### src/rtl/pool_window_buffer_pkg.sv
// Shared defaults and element packing for the pooling window path.
// DEPTH/X/Y defaults match the Max kernel so out_window connects without glue.
package pool_window_buffer_pkg;

  localparam int DEF_DEPTH  = 8;
  localparam int DEF_X      = 3;
  localparam int DEF_Y      = 3;
  localparam int DEF_IMG_W  = 8;
  localparam int DEF_IMG_H  = 8;
  localparam int DEF_STRIDE = 3;

  // LSB of element (r,c) inside a flattened window, r=0 is the oldest line.
  function automatic int elem_lsb(input int depth, input int x, input int r, input int c);
    return depth * (r * x + c);
  endfunction

endpackage

### src/rtl/pool_window_buffer_line_delay.sv
// One image line of delay: read-before-write register array indexed by column.
// Contents are intentionally not reset; stale data is masked by the emit logic.
module pool_window_buffer_line_delay #(
  parameter int DEPTH = 8,
  parameter int IMG_W = 8,
  localparam int CW   = (IMG_W > 1) ? $clog2(IMG_W) : 1
) (
  input  logic             clk,
  input  logic             we,
  input  logic [CW-1:0]    col,
  input  logic [DEPTH-1:0] wr_data,
  output logic [DEPTH-1:0] rd_data
);

  logic [DEPTH-1:0] mem [IMG_W];

  assign rd_data = mem[col];

  always_ff @(posedge clk) begin
    if (we) mem[col] <= wr_data;
  end

endmodule

### src/rtl/pool_window_buffer.sv
// Streaming X-by-Y window generator feeding the Max pooling kernel.
// Buffers Y-1 lines plus a shift window and emits stride-aligned windows.
module pool_window_buffer
  import pool_window_buffer_pkg::*;
#(
  parameter int DEPTH  = DEF_DEPTH,
  parameter int X      = DEF_X,
  parameter int Y      = DEF_Y,
  parameter int IMG_W  = DEF_IMG_W,
  parameter int IMG_H  = DEF_IMG_H,
  parameter int STRIDE = DEF_STRIDE
) (
  input  logic                   clk,
  input  logic                   rst_n,
  input  logic                   in_valid,
  output logic                   in_ready,
  input  logic [DEPTH-1:0]       in_pixel,
  output logic                   out_valid,
  input  logic                   out_ready,
  output logic [DEPTH*X*Y-1:0]   out_window,
  output logic                   out_last
);

  localparam int CW = (IMG_W > 1) ? $clog2(IMG_W) : 1;
  localparam int RW = (IMG_H > 1) ? $clog2(IMG_H) : 1;
  localparam int PW = (STRIDE > 1) ? $clog2(STRIDE) : 1;

  logic [CW-1:0]      col;
  logic [RW-1:0]      row;
  logic [PW-1:0]      col_ph, row_ph;
  logic               acc, col_end, row_end, emit;
  logic [DEPTH-1:0]   tap     [Y-1];
  logic [DEPTH-1:0]   new_col [Y];
  logic [DEPTH-1:0]   win     [Y][X];
  logic [DEPTH-1:0]   nxt     [Y][X];
  logic [DEPTH*X*Y-1:0] shifted;

  function automatic logic [PW-1:0] ph_inc(input logic [PW-1:0] p);
    return (p == PW'(STRIDE - 1)) ? '0 : p + 1'b1;
  endfunction

  assign in_ready = !out_valid || out_ready;
  assign acc      = in_valid && in_ready;
  assign col_end  = (col == CW'(IMG_W - 1));
  assign row_end  = (row == RW'(IMG_H - 1));
  assign emit     = (int'(col) >= X - 1) && (int'(row) >= Y - 1) &&
                    (col_ph == '0) && (row_ph == '0);

  // line[k] carries pixels k+1 lines old, so it feeds window row Y-2-k.
  for (genvar k = 0; k < Y - 1; k++) begin : g_line
    if (k == 0) begin : g_first
      pool_window_buffer_line_delay #(.DEPTH(DEPTH), .IMG_W(IMG_W)) u_line (
        .clk(clk), .we(acc), .col(col), .wr_data(in_pixel), .rd_data(tap[k])
      );
    end else begin : g_chain
      pool_window_buffer_line_delay #(.DEPTH(DEPTH), .IMG_W(IMG_W)) u_line (
        .clk(clk), .we(acc), .col(col), .wr_data(tap[k-1]), .rd_data(tap[k])
      );
    end
    assign new_col[Y-2-k] = tap[k];
  end
  assign new_col[Y-1] = in_pixel;

  always_comb begin
    shifted = '0;
    for (int r = 0; r < Y; r++) begin
      for (int c = 0; c < X - 1; c++) nxt[r][c] = win[r][c+1];
      nxt[r][X-1] = new_col[r];
      for (int c = 0; c < X; c++) shifted[elem_lsb(DEPTH, X, r, c) +: DEPTH] = nxt[r][c];
    end
  end

  always_ff @(posedge clk or negedge rst_n) begin
    if (!rst_n) begin
      col    <= '0;
      row    <= '0;
      col_ph <= '0;
      row_ph <= '0;
      for (int r = 0; r < Y; r++)
        for (int c = 0; c < X; c++) win[r][c] <= '0;
    end else if (acc) begin
      win <= nxt;
      if (col_end) begin
        col    <= '0;
        col_ph <= '0;
        if (row_end) begin
          row    <= '0;
          row_ph <= '0;
        end else begin
          row <= row + 1'b1;
          if (int'(row) >= Y - 1) row_ph <= ph_inc(row_ph);
        end
      end else begin
        col <= col + 1'b1;
        if (int'(col) >= X - 1) col_ph <= ph_inc(col_ph);
      end
    end
  end

  // A new emit wins over retiring the held window in the same cycle.
  always_ff @(posedge clk or negedge rst_n) begin
    if (!rst_n) begin
      out_valid  <= 1'b0;
      out_last   <= 1'b0;
      out_window <= '0;
    end else if (acc && emit) begin
      out_valid  <= 1'b1;
      out_last   <= col_end && row_end;
      out_window <= shifted;
    end else if (out_valid && out_ready) begin
      out_valid <= 1'b0;
    end
  end

endmodule

### config.mk
export PLATFORM = sky130hd
export DESIGN_NAME = pool_window_buffer
export DESIGN_NICKNAME = d
export VERILOG_FILES = /design/src/rtl/pool_window_buffer_pkg.sv /design/src/rtl/pool_window_buffer_line_delay.sv /design/src/rtl/pool_window_buffer.sv
export SDC_FILE = /design/constraint.sdc
export NUM_CORES = 1
export LEC_CHECK = 0
export ABC_AREA = 0
export CAP_MARGIN = 15
export CORE_ASPECT_RATIO = 1.2
export CORE_MARGIN = 3
export CORE_UTILIZATION = 45
export DETAILED_ROUTE_END_ITERATION = 12
export GPL_TIMING_DRIVEN = 0
export PLACE_DENSITY = 0.75
export SYNTH_ARGS = -nofsm -noshare
export SYNTH_HDL_FRONTEND = slang
export SYNTH_SLANG_ARGS = --single-unit
### constraint.sdc
create_clock -name clk -period 4.2 [get_ports clk]
set_input_delay 1.05 -clock clk [delete_from_list [all_inputs] [get_ports clk]]
set_output_delay 1.05 -clock clk [all_outputs]
set_load 0.05 [all_outputs]
==> metrics <==
Internal Power 0.006385 W; first-pass GRT wire length 33730 um; Crit. End Element output port; Final WS setup around 0.56 ns; synth warn 0; Num CTS Buffers 23; DP Area between 10000 and 15000 um2; part of the power in registers about 39%; highest fanout seen on the critical path 6; IO Pins 87; CTS H-tree lvls 1; Die Y 168.9 um; post-route cell area 12160 um2; DRT Pass-1 Iters 5; critical path data required time about 3.2 ns; GRT Resource Usage Total 18.05%; top cell type's share of synthesized area 38.61%; RSZ-0062 raised after global routing no; pin count of the biggest net entering global routing 94; GPL Wtd Cong approximately 0.77; Comb power frac a little under two fifths; Pins Over Slew Limit 0; number of remaining DRC errors 0; hold_ws 0.4536 ns; drt via density 5.374; Post-Route WL between 20000 and 25000 um; largest area contributor in the netlist edfxtp_1; core area approximately 22000 um2; Switch Pwr 0.003687 W; CP Launch Type input port; clock tree root buffer cell clkbuf_16; Post-Syn Area per Cell 15.98 um2; Net Count, Synth 640; CTS tree done; #FFs+latches synth 260; sequential element share of the synthesized area 71.79%; vias about 5600; Async SR Flop Fraction between 50% and 60%; Leakage 4.923 nW; Clock Pin Slew Worst Setup and Hold Paths 0.06 ns; Clk pwr share 22.4%; Max-Cap Viols 0; CTS sink count 260; Worst Tran Pin Value 0.9647 ns; Area Growth Syn to Fin 22.13%; CTS Buffer Depth 3; number of library cell types mapped by synthesis 36; min cycle time layout 3.639 ns; share of cells above drive strength 1 21.26%; nets@finish 763; peak supply drop just under 0.5 mV; sw frac 36.61%; clock insertion delay at the later pin of the skew report 0.51 ns; Post-Layout Cell Count approximately 1000; post-DR wirelength/cell 20.31 um; # diodes 0; synthesized instance count 623; Overflow after GRT 0; Initial Util approximately 46%; pre-CTS WS 0.07815 ns; Rows 59; vias in the first global route 5975; Die Wd 141.8 um; worst hold path class input port to asynchronous set/reset pin; final critical-path share of the clock period 86.65%; Hold Buf Count CTS 0; status complete, no violations; Routed Antenna Nets 0; initial antenna violation count 0; P per Cell Area approximately 830 nW/um2; Iter 0 DRT Violations 366; final hold vios 0; Buffers on Ports 86; Post-CTS Setup Inserts 0; Final Core Density 56.02%; Setup Skew 0.01295 ns; Synth area leaders edfxtp_1 39%, dfrtp_1 33%, mux2_2 8.3%, nand2_1 4.9%, mux4_2 3.8%; Final setup viols 0; quantity of gates resized following cts 0; commonest register cell after synthesis dfrtp_1; Placed Cells 995; EDFF count, synth between 100 and 150; critical path data arrival time 2.59 ns; critical path class input port to output port; Cell Area, Synth 9956 um2; die area 23950 um2; max_slew headroom 35.01%; dpl hpwl approximately 14000 um; Fmax ~270 MHz
[synth_stat cells (2+ instances only)]
library cell,instances
a21o_1,3
o21ai_0,13
buf_2,11
buf_1,3
mux4_2,17
nor2_1,11
buf_4,3
edfxtp_1,128
dfrtp_1,132
a22o_1,3
a31oi_1,6
mux2i_1,17
a21oi_1,2
a211oi_1,2
inv_1,11
mux2_2,73
nand2b_1,2
nor3_1,12
clkbuf_1,13
ha_1,5
nand2_1,131
mux4_1,11
[cell usage in the layout (no fill, tap or decap), types with 7 or more instances in the layout]
master             n
nor2_1            10
buf_2             11
nand2_1          131
clkbuf_16         23
edfxtp_1         128
mux2i_1           17
mux2_2            73
buf_6              7
mux4_1            11
clkbuf_1          17
clkdlybuf4s50_1   85
dfrtp_1          132
o21ai_0           13
mux4_2            17
inv_1             11
[power by group through the flow]
stage / sequential [W] / combinational, W / clock (W)
6_report: 0.00395 / 0.00386 / 0.00226
5_1_grt: 0.00404 / 0.00411 / 0.00240
4_1_cts: 0.00396 / 0.00391 / 0.00229
3_5_place_dp: 0.00400 / 0.00388 / 0
3_3_place_gp: 0.00399 / 0.00374 / 0
2_1_floorplan: 0.00496 / 0.00153 / 0
[worst paths after layout]
check | from | to | slack, ns | cells past startpoint
max | out_ready | in_ready | 0.56 | 3
min | rst_n | out_window[26] | 0.45 | 1
max reg2reg | out_valid | g_line[0].g_first.u_line.mem[1][5] | 1.21 | 8
min reg2reg | nxt[17] | nxt[17] | 0.47 | 2
max in group asynchronous | rst_n | out_window[46] | 2.97 | 2
min in group clk | nxt[17] | nxt[17] | 0.47 | 2
[metal layers]
| layer | up-vias | global-route usage (%) | part of all wire (%) |
|---|---|---|---|
| li1 | 2500 | - | - |
| met1 | 2860 | 23.26 | 40 |
| met4 | 0 | 5.634 | 2.6 |
| met3 | 39 | 2.882 | 4.4 |
| met2 | 168 | 31.47 | 53 |
| met5 | - | 0 | 0 |
[worst max-delay path: stages]
cell and delay, ns:
clkdlybuf4s50_1 0.44, nand2b_1 0.24, clkdlybuf4s50_1 0.86
[final cells by class]
cell class / count / area [um2]
Tap cell: 274 / 342.8
Clock inverter: 14 / 217.7
Fill cell: 1666 / 9544
Multi-Input combinational cell: 319 / 2634
Inverter: 12 / 45.04
Timing Repair Buffer: 98 / 1013
Clock buffer: 27 / 590.6
Buffer: 32 / 168.9
Sequential cell: 260 / 7147
[flip-flops by register name (all words and copies together), names as in the netlist]
signal / cells
col: 3
col_ph: 2
out_window: 72
row_ph: 2
g_line.g_chain.u_line.mem: 64
out_valid: 1
out_last: 1
nxt: 48
g_line.g_first.u_line.mem: 64
row: 3
[logic make-up (layout without fill, tap and decap cells)]
kind of cell             after synthesis  after routing  share of synthesized area (%)
AO/OA/AOI/OAI                         32             32                          2.011
AND/OR/NAND/NOR                      163            163                          6.560
adder cells (fa/ha/maj)                5              5                         0.6284
multiplexers                         119            119                          16.87
flip-flops                           260            260                          71.79
buffers and inverters                 44            183                          2.149
[per-stage QoR]
step / power [W] / setup TNS, ns
5_1_grt: 0.01055 / 0
3_3_place_gp: 0.007722 / -536.37
4_1_cts: 0.01016 / 0
6_report: 0.01007 / 0
3_5_place_dp: 0.007887 / 0
2_1_floorplan: 0.006491 / 0
No activity file was read; power rests on OpenSTA's default activity.
